==> config.mk <==
export PLATFORM = sky130hd
export DESIGN_NAME = cndm_pcie_msi_irq
export DESIGN_NICKNAME = d
export VERILOG_FILES = /design/src/rtl/cndm_pcie_msi_irq.sv
export SDC_FILE = /design/constraint.sdc
export NUM_CORES = 1
export LEC_CHECK = 0
export CORE_MARGIN = 2
export CORE_UTILIZATION = 52
export DETAILED_ROUTE_END_ITERATION = 12
export PLACE_DENSITY = 0.84
export SYNTH_ARGS = -nofsm -noshare
export SYNTH_HDL_FRONTEND = slang
export SYNTH_SLANG_ARGS = --single-unit
export TNS_END_PERCENT = 30
==> constraint.sdc <==
create_clock -name clk -period 6.95 [get_ports clk]
set_clock_uncertainty 0.15 [all_clocks]
set_input_delay 1.39 -clock clk [delete_from_list [all_inputs] [get_ports clk]]
set_output_delay 1.39 -clock clk [all_outputs]
set_load 0.02 [all_outputs]
==> src/rtl/cndm_pcie_msi_irq.sv <==
// Multi-vector MSI interrupt controller for the UltraScale+ PCIe cfg_interrupt_msi port.
// Latches and masks per-vector requests, arbitrates round-robin, handles sent/fail with retry.
module cndm_pcie_msi_irq #(
    parameter int IRQ_CNT     = 32,
    parameter int RETRY_DELAY = 16,
    parameter int TIMEOUT     = 1024
) (
    input  logic               clk,
    input  logic               rst,
    input  logic [IRQ_CNT-1:0] irq_req,
    input  logic [IRQ_CNT-1:0] irq_mask,
    output logic [IRQ_CNT-1:0] irq_pending,
    input  logic [3:0]         cfg_interrupt_msi_enable,
    input  logic [11:0]        cfg_interrupt_msi_mmenable,
    output logic [31:0]        cfg_interrupt_msi_int,
    input  logic               cfg_interrupt_msi_sent,
    input  logic               cfg_interrupt_msi_fail,
    output logic [7:0]         cfg_interrupt_msi_function_number,
    output logic [2:0]         cfg_interrupt_msi_attr,
    output logic               stat_sent,
    output logic               stat_fail
);

    typedef enum logic [1:0] {IDLE, SEND, WAIT, BACKOFF} state_t;

    localparam int IDX_W   = (IRQ_CNT > 1) ? $clog2(IRQ_CNT) : 1;
    localparam int MAX_CNT = (TIMEOUT > RETRY_DELAY) ? TIMEOUT : RETRY_DELAY;
    localparam int CNT_W   = $clog2(MAX_CNT + 1);

    state_t             state_q, state_d;
    logic [IRQ_CNT-1:0] pend_q, pend_d;
    logic [4:0]         inflight_q, inflight_d;
    logic [IDX_W-1:0]   rr_q, rr_d;
    logic [CNT_W-1:0]   cnt_q, cnt_d;
    logic [31:0]        msi_int_q, msi_int_d;
    logic               stat_sent_q, stat_sent_d;
    logic               stat_fail_q, stat_fail_d;
    logic [1:0]         rst_sync_q;

    logic [IRQ_CNT-1:0] eligible;
    logic               found;
    logic [IDX_W-1:0]   grant_idx;
    logic [IDX_W-1:0]   idx;
    logic [2:0]         mme;
    logic [4:0]         vec_mask;
    logic               rst_hold;
    logic               unused_cfg;

    assign unused_cfg = ^{cfg_interrupt_msi_enable[3:1], cfg_interrupt_msi_mmenable[11:3]};

    // Reset asserts immediately but releases two clocks after rst falls.
    always_ff @(posedge clk or posedge rst) begin
        if (rst) rst_sync_q <= 2'b11;
        else     rst_sync_q <= {rst_sync_q[0], 1'b0};
    end
    assign rst_hold = rst_sync_q[1];

    assign eligible = pend_q & ~irq_mask;
    assign mme      = (cfg_interrupt_msi_mmenable[2:0] > 3'd5) ? 3'd5 : cfg_interrupt_msi_mmenable[2:0];
    assign vec_mask = 5'((6'd1 << mme) - 6'd1);

    always_comb begin
        found     = 1'b0;
        grant_idx = '0;
        idx       = '0;
        for (int i = 0; i < IRQ_CNT; i++) begin
            idx = IDX_W'((int'(rr_q) + i) % IRQ_CNT);
            if (!found && eligible[idx]) begin
                found     = 1'b1;
                grant_idx = idx;
            end
        end
    end

    always_comb begin
        state_d     = state_q;
        pend_d      = pend_q;
        inflight_d  = inflight_q;
        rr_d        = rr_q;
        cnt_d       = cnt_q;
        stat_sent_d = 1'b0;
        stat_fail_d = 1'b0;
        msi_int_d   = (state_q == SEND) ? (32'd1 << (inflight_q & vec_mask)) : 32'd0;

        case (state_q)
            IDLE: begin
                if (cfg_interrupt_msi_enable[0] && found) begin
                    state_d    = SEND;
                    pend_d     = pend_q & ~(IRQ_CNT'(1) << grant_idx);
                    inflight_d = 5'(grant_idx);
                    rr_d       = IDX_W'((int'(grant_idx) + 1) % IRQ_CNT);
                end
            end
            SEND: begin
                state_d = WAIT;
                cnt_d   = CNT_W'(TIMEOUT - 1);
            end
            WAIT: begin
                // fail wins over a simultaneous sent; an expired count is a fail too
                if (cfg_interrupt_msi_fail || (!cfg_interrupt_msi_sent && cnt_q == '0)) begin
                    state_d     = BACKOFF;
                    pend_d      = pend_q | (IRQ_CNT'(1) << inflight_q);
                    stat_fail_d = 1'b1;
                    cnt_d       = CNT_W'(RETRY_DELAY - 1);
                end else if (cfg_interrupt_msi_sent) begin
                    state_d     = IDLE;
                    stat_sent_d = 1'b1;
                end else begin
                    cnt_d = cnt_q - 1'b1;
                end
            end
            BACKOFF: begin
                if (cnt_q == '0) state_d = IDLE;
                else             cnt_d   = cnt_q - 1'b1;
            end
            default: state_d = IDLE;
        endcase

        pend_d = pend_d | irq_req;

        if (rst_hold) begin
            state_d     = IDLE;
            pend_d      = '0;
            inflight_d  = '0;
            rr_d        = '0;
            cnt_d       = '0;
            msi_int_d   = '0;
            stat_sent_d = 1'b0;
            stat_fail_d = 1'b0;
        end
    end

    always_ff @(posedge clk or posedge rst) begin
        if (rst) begin
            state_q     <= IDLE;
            pend_q      <= '0;
            inflight_q  <= '0;
            rr_q        <= '0;
            cnt_q       <= '0;
            msi_int_q   <= '0;
            stat_sent_q <= 1'b0;
            stat_fail_q <= 1'b0;
        end else begin
            state_q     <= state_d;
            pend_q      <= pend_d;
            inflight_q  <= inflight_d;
            rr_q        <= rr_d;
            cnt_q       <= cnt_d;
            msi_int_q   <= msi_int_d;
            stat_sent_q <= stat_sent_d;
            stat_fail_q <= stat_fail_d;
        end
    end

    assign irq_pending                       = pend_q;
    assign cfg_interrupt_msi_int             = msi_int_q;
    assign cfg_interrupt_msi_function_number = 8'd0;
    assign cfg_interrupt_msi_attr            = 3'd0;
    assign stat_sent                         = stat_sent_q;
    assign stat_fail                         = stat_fail_q;

endmodule
==> results of run 1 <==
[report_power, final]
group          switching [mW]  internal (mW)
sequential              0.131          0.593
clock                   0.245          0.258
combinational            4.30           2.51
total                    4.68           3.36
[final timing paths]
path                              endpoint  slack [ns]  cells after the start
hold / removal               rst_sync_q[1]        0.21                      0
hold reg to reg              rst_sync_q[1]        0.21                      0
min in group asynchronous  irq_pending[20]        1.38                      2
setup / recovery           irq_pending[19]        0.17                     18
max in group asynchronous    rst_sync_q[1]        4.21                      3
setup reg to reg           irq_pending[19]        0.17                     18
[worst max-delay path: cells and delay by family (launching register included)]
kind                       cells  cell delay, ns
and+or+nand+nor                5            1.58
muxes                          3            1.43
AOI/OAI and AO/OA              5            1.16
xor gates and xnor gates       1            1.07
DFF                            1            0.45
adders and majority gates      2            0.41
buffers and inverters          2            0.34
[synth_stat cells (13+ instances only)]
master       n  area share
nor2_1     193       0.062
xnor2_1     33       0.025
o22ai_1     14      0.0074
buf_4       15      0.0096
nor4_1      15      0.0080
o211ai_1    20       0.013
dfrtp_1     89        0.19
buf_2       16      0.0068
nand2b_1    20       0.011
clkbuf_1    46       0.015
mux4_2      75        0.14
a21oi_1     84       0.036
nand4_1     13      0.0069
a311oi_1    19       0.014
mux2_2      36       0.034
o2111ai_1   13      0.0097
or3_1       15      0.0080
inv_1       21      0.0067
nand3_1     32       0.014
ha_1        15       0.016
o21ai_0     48       0.020
nor2b_1     49       0.026
nor3_1      45       0.019
a211oi_1    30       0.019
mux2i_1     41       0.035
nand2_1    110       0.035
[sequential cells by signal, indices dropped and copies added, names as in the netlist]
register               count
cfg_interrupt_msi_int     32
irq_pending               32
cnt_q                     11
inflight_q                 5
rr_q                       5
rst_sync_q                 2
state_q                    2
stat_fail                  1
stat_sent                  1
[cells by family (layout without fill, tap and decap cells)]
group | after synthesis | after routing
muxes | 153 | 153
and+or+nand+nor | 583 | 583
AOI/OAI and AO/OA | 393 | 393
xor gates and xnor gates | 40 | 40
DFF | 91 | 91
buffers and inverters | 122 | 287
other | 1 | 12
adders and majority gates | 15 | 15
[metal layers]
layer	global-route usage	wire length (microns)
met5	0	13
met4	0.253	3670
met3	0.0992	6020
met2	0.684	23600
met1	0.537	19100
[cell type report]
cell class / count / area [sq um] / area share
clock inverters: 7 / 91.3 / 0.00644
well taps: 285 / 357 / 0.0251
repair buffers: 245 / 2180 / 0.154
inverters: 26 / 98.8 / 0.00697
flip-flops and latches: 91 / 2280 / 0.161
clock buffers: 9 / 225 / 0.0159
multi-input cells: 1196 / 8950 / 0.631
[metrics by stage]
stage / hold WS (ns) / cell area (sq um) / utilization / cells
detailed placement: 0.197 / 13900 / 0.618 / 1843
global placement: 0.196 / 13900 / 0.618 / 1843
global route: 0.215 / 14200 / 0.632 / 1859
finish: 0.206 / 14200 / 0.632 / 1859
CTS: 0.207 / 14200 / 0.632 / 1859
floorplan: 0.195 / 11800 / - / 1409
==> metrics, run 1 <==
Clock Path Buffers=2; Primary FF master, synth=dfrtp_1; register bit total from synthesis=just over 90; htree depth=3; Routed Antenna Nets=0; proportion of layout cells with a drive suffix above 1=0.180; initial antenna violation count=1; asr flop ratio synth=1.00; pre-CTS setup slack=slightly above 0.07 ns; Arr. time, crit path=between 6 and 7 ns; fmax=about 150 MHz; clock-pin slew on the worst setup and hold paths=roughly 0.08 ns; Tmin final=just under 7 ns; commonest non-fill, non-tap cells in the layout=nor2_1 (192), clkdlybuf4s50_1 (137), nand2_1 (110); CP Capture Type=flop; Max-Cap Viols=0; Worst setup SP type=flop; simple logic cell fraction of the synthesized area=0.254; WL/cell=28.2 microns; Yosys cell types=97; routability congestion estimate=1.05; Layout fillers=about 1900; Die ar.=between 0.02 and 0.025 sq mm; largest net degree at the start of global routing=70; Post-Syn Area=about 0.012 sq mm; post-CTS resize count=0; via count=approximately 13000; syn_area_per_cell=8.43 sq um; GRT Overall Usage=0.430; vias in the first global route=around 13000; clock sinks=91; final worst slack=roughly 0.17 ns; CTS tree=built; DP HPWL=~42000 microns; final WL=52500 microns; hold path start=rst_sync_q[0]; Crit-path slowest cell=xnor2_1; main combinational cell family by area after synthesis=simple AND/OR/NAND/NOR gates; # nets final=~1700; PwrDens=~570 mW/mm^2; hold crit path type=reg2reg; Hold Buf Count CTS=0; crit path kind=reg2reg; final hold violation count=0; fin. max-slew vios=0; xor-xnor portion of the synthesized cell area=0.0310; Critical Path RT=about 7.0 ns; first-pass GRT wire length=a little under 80000 microns; mux contribution to synthesized area=0.215; worst-margin pin slew=~1.4 ns; sum of negative setup slack=0 ns; Root Buffer=clkbuf_16; Num CTS Buffers=9; grt total ovfl=0; largest stage delay on the critical path=1.07 ns; drt pass-1 iters=6; chip height=~150 microns; Initial Util=0.525; reg-to-reg startpoint=rr_q[0]; synth warn=0; CP Launch Point=rr_q[0]; status=finished, final reports clean; Pleak=around 5.4 nW; insertion delay to the later sink of the worst-skew pair=between 0.3 and 0.4 ns; port bufs=between 100 and 150; drt via density=7.19; Post-Synth Adder-Cell Area=0.0159; n_diodes=0; worst rel slew slack=0.0609; Rows=55; Post-synth EDFFs=0; Placeable Area=~0.022 sq mm; Total Power=between 8 and 9 mW; commonest non-fill, non-tap cell in the layout=nor2_1; Top Ports=around 160; initial DRC count=around 1700; worst path cell trace=ha_1, xnor2_1, mux4_2, mux2i_1, mux4_2, nand2_1, or4_1, buf_4, or3_1, o31ai_1, a21boi_0, a311oi_1, and4_1, nor3_1, ha_1, inv_1, o31ai_1, a21oi_1; register area share after synthesis=0.194; Syn-to-layout area delta=20.4%; die span in x=155 microns; critical path fanouts, max=9; final setup violation count=0; VDD IR max=between 0.3 and 0.4 mV; Setup Fix Bufs, Post-CTS=0; Gate Count Post-Synth=around 1400; DRC=0; post-synthesis compound-gate area fraction=0.239; unrepaired setup endpoints after global routing=no; crit share post-route=0.976
Power figures use the tool's default switching activity.
==> inputs of run 2 (changes only) <==
--- a/config.mk
+++ b/config.mk
@@ -6,9 +6,9 @@
 export NUM_CORES = 1
 export LEC_CHECK = 0
 export CORE_MARGIN = 2
-export CORE_UTILIZATION = 52
+export CORE_UTILIZATION = 30
 export DETAILED_ROUTE_END_ITERATION = 12
-export PLACE_DENSITY = 0.84
+export PLACE_DENSITY = 0.56
 export SYNTH_ARGS = -nofsm -noshare
 export SYNTH_HDL_FRONTEND = slang
 export SYNTH_SLANG_ARGS = --single-unit
==> metrics, run 2 (synthesized netlist as in run 1, its figures left out) <==
sequential share of power=0.085 (-0.005); final setup violation count=0 (unchanged); Clock Path Buffers=2 (unchanged); largest stage delay on the critical path=0.68 ns (-0.39 ns); Max-Cap Viols=0 (unchanged); insertion delay to the later sink of the worst-skew pair=0.35 ns (about the same); drt via density=6.14 (-15%); crit share post-route=0.955 (-0.0204); first-pass GRT wire length=80500 microns (+3.4%); WL/cell=25.6 microns (-9.3%); Arr. time, crit path=6.70 ns (-0.12 ns); Syn-to-layout area delta=25.0%; post-CTS resize count=0 (unchanged); Rows=72 (+31%); Power Internal=3.63 mW (+8.2%); DRC=0 (unchanged); hold crit path type=reg2reg; GRT Overall Usage=0.259 (-0.171); worst path cell trace=clkdlybuf4s50_1, or4b_2, and4_1, mux2i_1, mux2i_1, o21ai_2, or4_1, buf_12, nor4_2, buf_4, a32o_1, or4b_2, nor4_2, buf_4, o2bb2ai_1, buf_4, nor2_1, a311oi_1; DP HPWL=43400 microns (+4.5%); Net Switching=4.73 mW (+0.97%); via count=13050 (-2.3%); fin cells=2124 (+14%); Die ar.=0.0409 sq mm (+71%); sum of negative setup slack=0 ns (unchanged); CP bufs+invs=5 (+3); design area=0.0147 sq mm (+3.8%); Placeable Area=0.0387 sq mm (+73%); worst rel slew slack=0.186 (+0.125); Pleak=5.60 nW (+3.0%); sw frac=0.565 (-0.0170); r2r setup slk=0.57 ns (+0.40 ns); routability congestion estimate=0.977 (-7.1%); proportion of layout cells with a drive suffix above 1=0.196 (+0.0163); Worst setup SP type=input port; n_diodes=0 (unchanged); fin. max-slew vios=0 (unchanged); largest net degree at the start of global routing=71 (+1.4%); Tmin final=6.64 ns (-0.142 ns); final worst slack=0.311 ns (+0.142 ns); Num CTS Buffers=9 (unchanged); Crit-path slowest cell=or4b_2; clock-pin slew on the worst setup and hold paths=0.08 ns (about the same); htree depth=3 (unchanged); placed cell count=2108 (+14%); Setup Fix Bufs, Post-CTS=0 (unchanged); met3 usage in global routing=0.0456 (-0.0536); critical path fanouts, max=20 (+11); initial antenna violation count=2 (+1); met2 Track Usage GR=0.417 (-0.267); VDD IR max=0.344 mV (-10%); worst-margin pin slew=1.21 ns (-0.187 ns); status=finished, final reports clean; combinational fraction of design power=0.855 (+0.008); Root Buffer=clkbuf_16; Routed Antenna Nets=0 (unchanged); final WL=54400 microns (+3.6%); crit path kind=in2reg; grt total ovfl=0 (unchanged); commonest non-fill, non-tap cells in the layout=nor2_1 (192), buf_4 (138), clkdlybuf4s50_1 (137); initial DRC count=1385 (-19%); chip height=202 microns (+31%); unrepaired setup endpoints after global routing=no; grt peak-use layer=met2; pre-CTS setup slack=0.0386 ns (-0.0335 ns); commonest non-fill, non-tap cell in the layout=nor2_1; final hold violation count=0 (unchanged); Top Ports=161 (unchanged); Critical Path RT=7.01 ns (+0.02 ns); met1 Track Usage GR=0.341 (-0.196); final core utilization=0.380 (-0.252); Clock Power Share=0.059 (-0.004); Most common cell on crit path=buf_4; CTS tree=built; die span in x=202 microns (+31%); CP Capture Type=flop; vias in the first global route=12433 (-2.5%); Initial Util=0.304 (-0.221); PwrDens=568 mW/mm^2 (+0.19%); port bufs=137 (unchanged); Cell Area, Placed=0.0144 sq mm (+4.0%); clock sinks=91 (unchanged); crit-path leading delay family=simple AND/OR/NAND/NOR gates; drt pass-1 iters=5 (-1); Hold Buf Count CTS=0 (unchanged); # nets final=1700 (+1.9%); fmax=151 MHz (+2.1%)
==> run 2: area by class of cell <==
type	count	area (sq um)
Fill cell	3990	24000
Multi-Input combinational cell	1196	8950
Timing Repair Buffer	277	2450
Sequential cell	91	2280
Tap cell	518	648
Clock buffer	10	239
Inverter	26	100
Clock inverter	6	60.1
==> run 2: through the flow <==
| stage | hold WS [ns] | power, mW |
|---|---|---|
| CTS | 0.206 | 8.18 |
| floorplan | 0.195 | 4.78 |
| global route | 0.212 | 8.77 |
| detailed placement | 0.197 | 7.64 |
| finish | 0.205 | 8.36 |
| global placement | 0.196 | 7.66 |
==> run 2: metal layers <==
metal | part of all wire | up-vias | wire length [microns]
met5 | 0 | - | 0
met4 | 0.045 | 0 | 2450
met3 | 0.084 | 110 | 4550
met2 | 0.46 | 679 | 24900
met1 | 0.41 | 6460 | 22500
li1 | - | 5801 | -
==> run 2: worst register-to-register path: cells and delay by family, from the launching register on <==
kind | cells | cell delay, ns
buf+inv | 7 | 1.25
compound gates | 6 | 1.92
simple gates | 7 | 1.87
fa+ha+maj | 1 | 0.66
flops | 1 | 0.42
==> run 2: final timing paths <==
check / from / to / cells past startpoint
hold / removal: rst_sync_q[0] / rst_sync_q[1] / 0
setup / recovery: irq_mask[0] / irq_pending[17] / 18
min in group asynchronous: rst / irq_pending[16] / 2
setup reg to reg: rr_q[1] / irq_pending[17] / 21
hold reg to reg: rst_sync_q[0] / rst_sync_q[1] / 0
max in group asynchronous: rst / stat_fail / 3
==> run 2: power by group through the flow <==
stage	combinational [mW]	clock [mW]	sequential, mW
3_3_place_gp	6.95	0	0.715
2_1_floorplan	4.08	0	0.698
6_report	7.15	0.497	0.713
4_1_cts	6.97	0.505	0.709
3_5_place_dp	6.92	0	0.719
5_1_grt	7.52	0.526	0.722
==> inputs of run 3 (changes only) <==
--- a/config.mk
+++ b/config.mk
@@ -5,6 +5,7 @@
 export SDC_FILE = /design/constraint.sdc
 export NUM_CORES = 1
 export LEC_CHECK = 0
+export CAP_MARGIN = 20
 export CORE_MARGIN = 2
 export CORE_UTILIZATION = 30
 export DETAILED_ROUTE_END_ITERATION = 12
==> metrics, run 3 (synthesized netlist as in run 1, its figures left out) <==
CP bufs+invs=3 (-2); final hold slack=0.206 ns (+0.000399 ns); DRC=0 (unchanged); DP HPWL=43300 microns (about the same); VDD IR max=0.338 mV (-1.8%); status=finished, final reports clean; largest stage delay on the critical path=0.64 ns (-0.04 ns); worst-margin pin slew=1.00 ns (-0.211 ns); crit-path leading delay family=simple AND/OR/NAND/NOR gates; Rows=72 (unchanged); drt via density=6.10 (-0.74%); final WL=54400 microns (about the same); Routed Antenna Nets=0 (unchanged); unrepaired setup endpoints after global routing=no; chip height=202 microns (unchanged); port bufs=137 (unchanged); commonest non-fill, non-tap cells in the layout=nor2_1 (192), buf_4 (138), clkdlybuf4s50_1 (137); htree depth=3 (unchanged); n_diodes=0 (unchanged); proportion of layout cells with a drive suffix above 1=0.197 (+0.000500); cell count of the worst hold path=0 (unchanged); Initial Util=0.304 (unchanged); first-pass GRT wire length=81000 microns (+0.61%); fmax=151 MHz (+0.40%); commonest non-fill, non-tap cell in the layout=nor2_1; Num CTS Buffers=9 (unchanged); sum of negative setup slack=0 ns (unchanged); r2r worst-path depth=21 (unchanged); die span in x=202 microns (unchanged); reg-to-reg startpoint=rr_q[1]; crit path kind=in2reg; Max-Cap Viols=0 (unchanged); initial DRC count=1389 (+0.29%); Placeable Area=0.0387 sq mm (unchanged); Hold Buf Count CTS=0 (unchanged); clock sinks=91 (unchanged); final setup violation count=0 (unchanged); # nets final=1701 (+0.059%); Pleak=5.60 nW (about the same); via count=12960 (-0.69%); R2R Path End=irq_pending[18]; Most common cell on crit path=or4_1; Tmin final=6.61 ns (-0.0264 ns); Clock Path Buffers=2 (unchanged); WL/cell=25.6 microns (-0.11%); Top Ports=161 (unchanged); post-CTS resize count=0 (unchanged); critical path fanouts, max=20 (unchanged); worst path cell trace=clkdlybuf4s50_1, nor2b_1, mux2_2, mux4_2, o2bb2ai_1, or2_2, or4_1, buf_12, or4_1, a2111o_1, o31ai_2, o22ai_2, or3_1, buf_4, a2111oi_4, a211oi_1; grt total ovfl=0 (unchanged); final hold violation count=0 (unchanged); routability congestion estimate=0.977 (unchanged); initial antenna violation count=1 (-1); Critical Path RT=7.00 ns (about the same); Setup Fix Bufs, Post-CTS=0 (unchanged); Arr. time, crit path=6.66 ns (-0.04 ns); Root Buffer=clkbuf_16; hold endpoint=rst_sync_q[1]; vias in the first global route=12486 (+0.43%); insertion delay to the later sink of the worst-skew pair=0.35 ns (about the same); PwrDens=569 mW/mm^2 (+0.14%); drt pass-1 iters=7 (+2); fin. max-slew vios=0 (unchanged); hold path start=rst_sync_q[0]; worst rel slew slack=0.324 (+0.138); fin cells=2125 (+0.047%); r2r setup slk=0.55 ns (-0.02 ns); placed cell count=2109 (+0.047%); largest net degree at the start of global routing=71 (unchanged); CP Launch Point=irq_mask[5]; CP Capture Type=flop; Worst setup SP type=input port; GRT Overall Usage=0.260 (+0.00116); hold crit path type=reg2reg; CTS tree=built; Syn-to-layout area delta=25.1% (about the same); clock-pin slew on the worst setup and hold paths=0.07 ns (about the same); Crit-path slowest cell=or4_1; crit share post-route=0.951 (-0.00380); Die ar.=0.0409 sq mm (unchanged)
-- run 3: cell count changes in the layout (fill, tap and decap cells not counted) --
cell,before,now
clkinvlp_4,0,1
buf_2,0,1
clkinv_8,0,2
clkinv_4,1,0
clkbuf_8,1,0
inv_8,3,2
-- run 3: worst max path at each step --
| stage | to | depth (start not counted) |
|---|---|---|
| 2_1_floorplan | irq_pending[19] | 24 |
| 3_3_place_gp | irq_pending[27] | 19 |
| 3_5_place_dp | irq_pending[13] | 16 |
| 4_1_cts | irq_pending[11] | 19 |
| 5_1_grt | irq_pending[11] | 19 |
| 6_report | irq_pending[13] | 16 |
-- run 3: power breakdown --
part           switching [mW]  total, mW  internal [mW]
Clock                   0.246      0.503          0.257
Sequential              0.120      0.713          0.593
Combinational            4.38       7.16           2.78
Total                    4.75       8.38           3.63
-- run 3: layer usage --
metal	global-route usage	vias to the layer above	wire (microns)
met5	0	-	0
met3	0.0482	100	4580
met1	0.343	6414	22400
met4	0.104	0	2330
li1	-	5792	-
met2	0.420	654	25100
-- run 3: layout make-up --
type | instances | area [sq um]
Fill cell | 4026 | 24000
Multi-Input combinational cell | 1196 | 8950
Timing Repair Buffer | 278 | 2450
Sequential cell | 91 | 2280
Tap cell | 518 | 648
Clock buffer | 9 | 225
Inverter | 26 | 100
Clock inverter | 7 | 80.1
-- run 3: worst register-to-register path: stages, from the launching register on --
cell and delay (ns):
dfrtp_1 0.42, inv_2 0.11, ha_1 0.66, buf_4 0.34, nand2b_1 0.23, a211oi_1 0.09, o41ai_1 0.95, o211a_1 0.40
nor4_4 0.06, nand2_1 0.09, buf_4 0.16, buf_4 0.13, nor4_2 0.06, buf_4 0.16, a32o_1 0.22, or4b_2 0.68
nor4_2 0.35, buf_4 0.20, o2bb2ai_1 0.06, buf_4 0.16, nor2_1 0.39, a311oi_1 0.17
-- run 3: metrics by stage --
step           cell area (sq um)  utilization  setup slack, ns  power, mW
2_1_floorplan              11800            -            0.458       4.78
3_3_place_gp               14400        0.372           0.0280       7.66
3_5_place_dp               14400        0.373           0.0405       7.65
4_1_cts                    14700        0.380            0.386       8.19
5_1_grt                    14700        0.380           0.0423       8.79
6_report                   14700        0.380            0.338       8.38
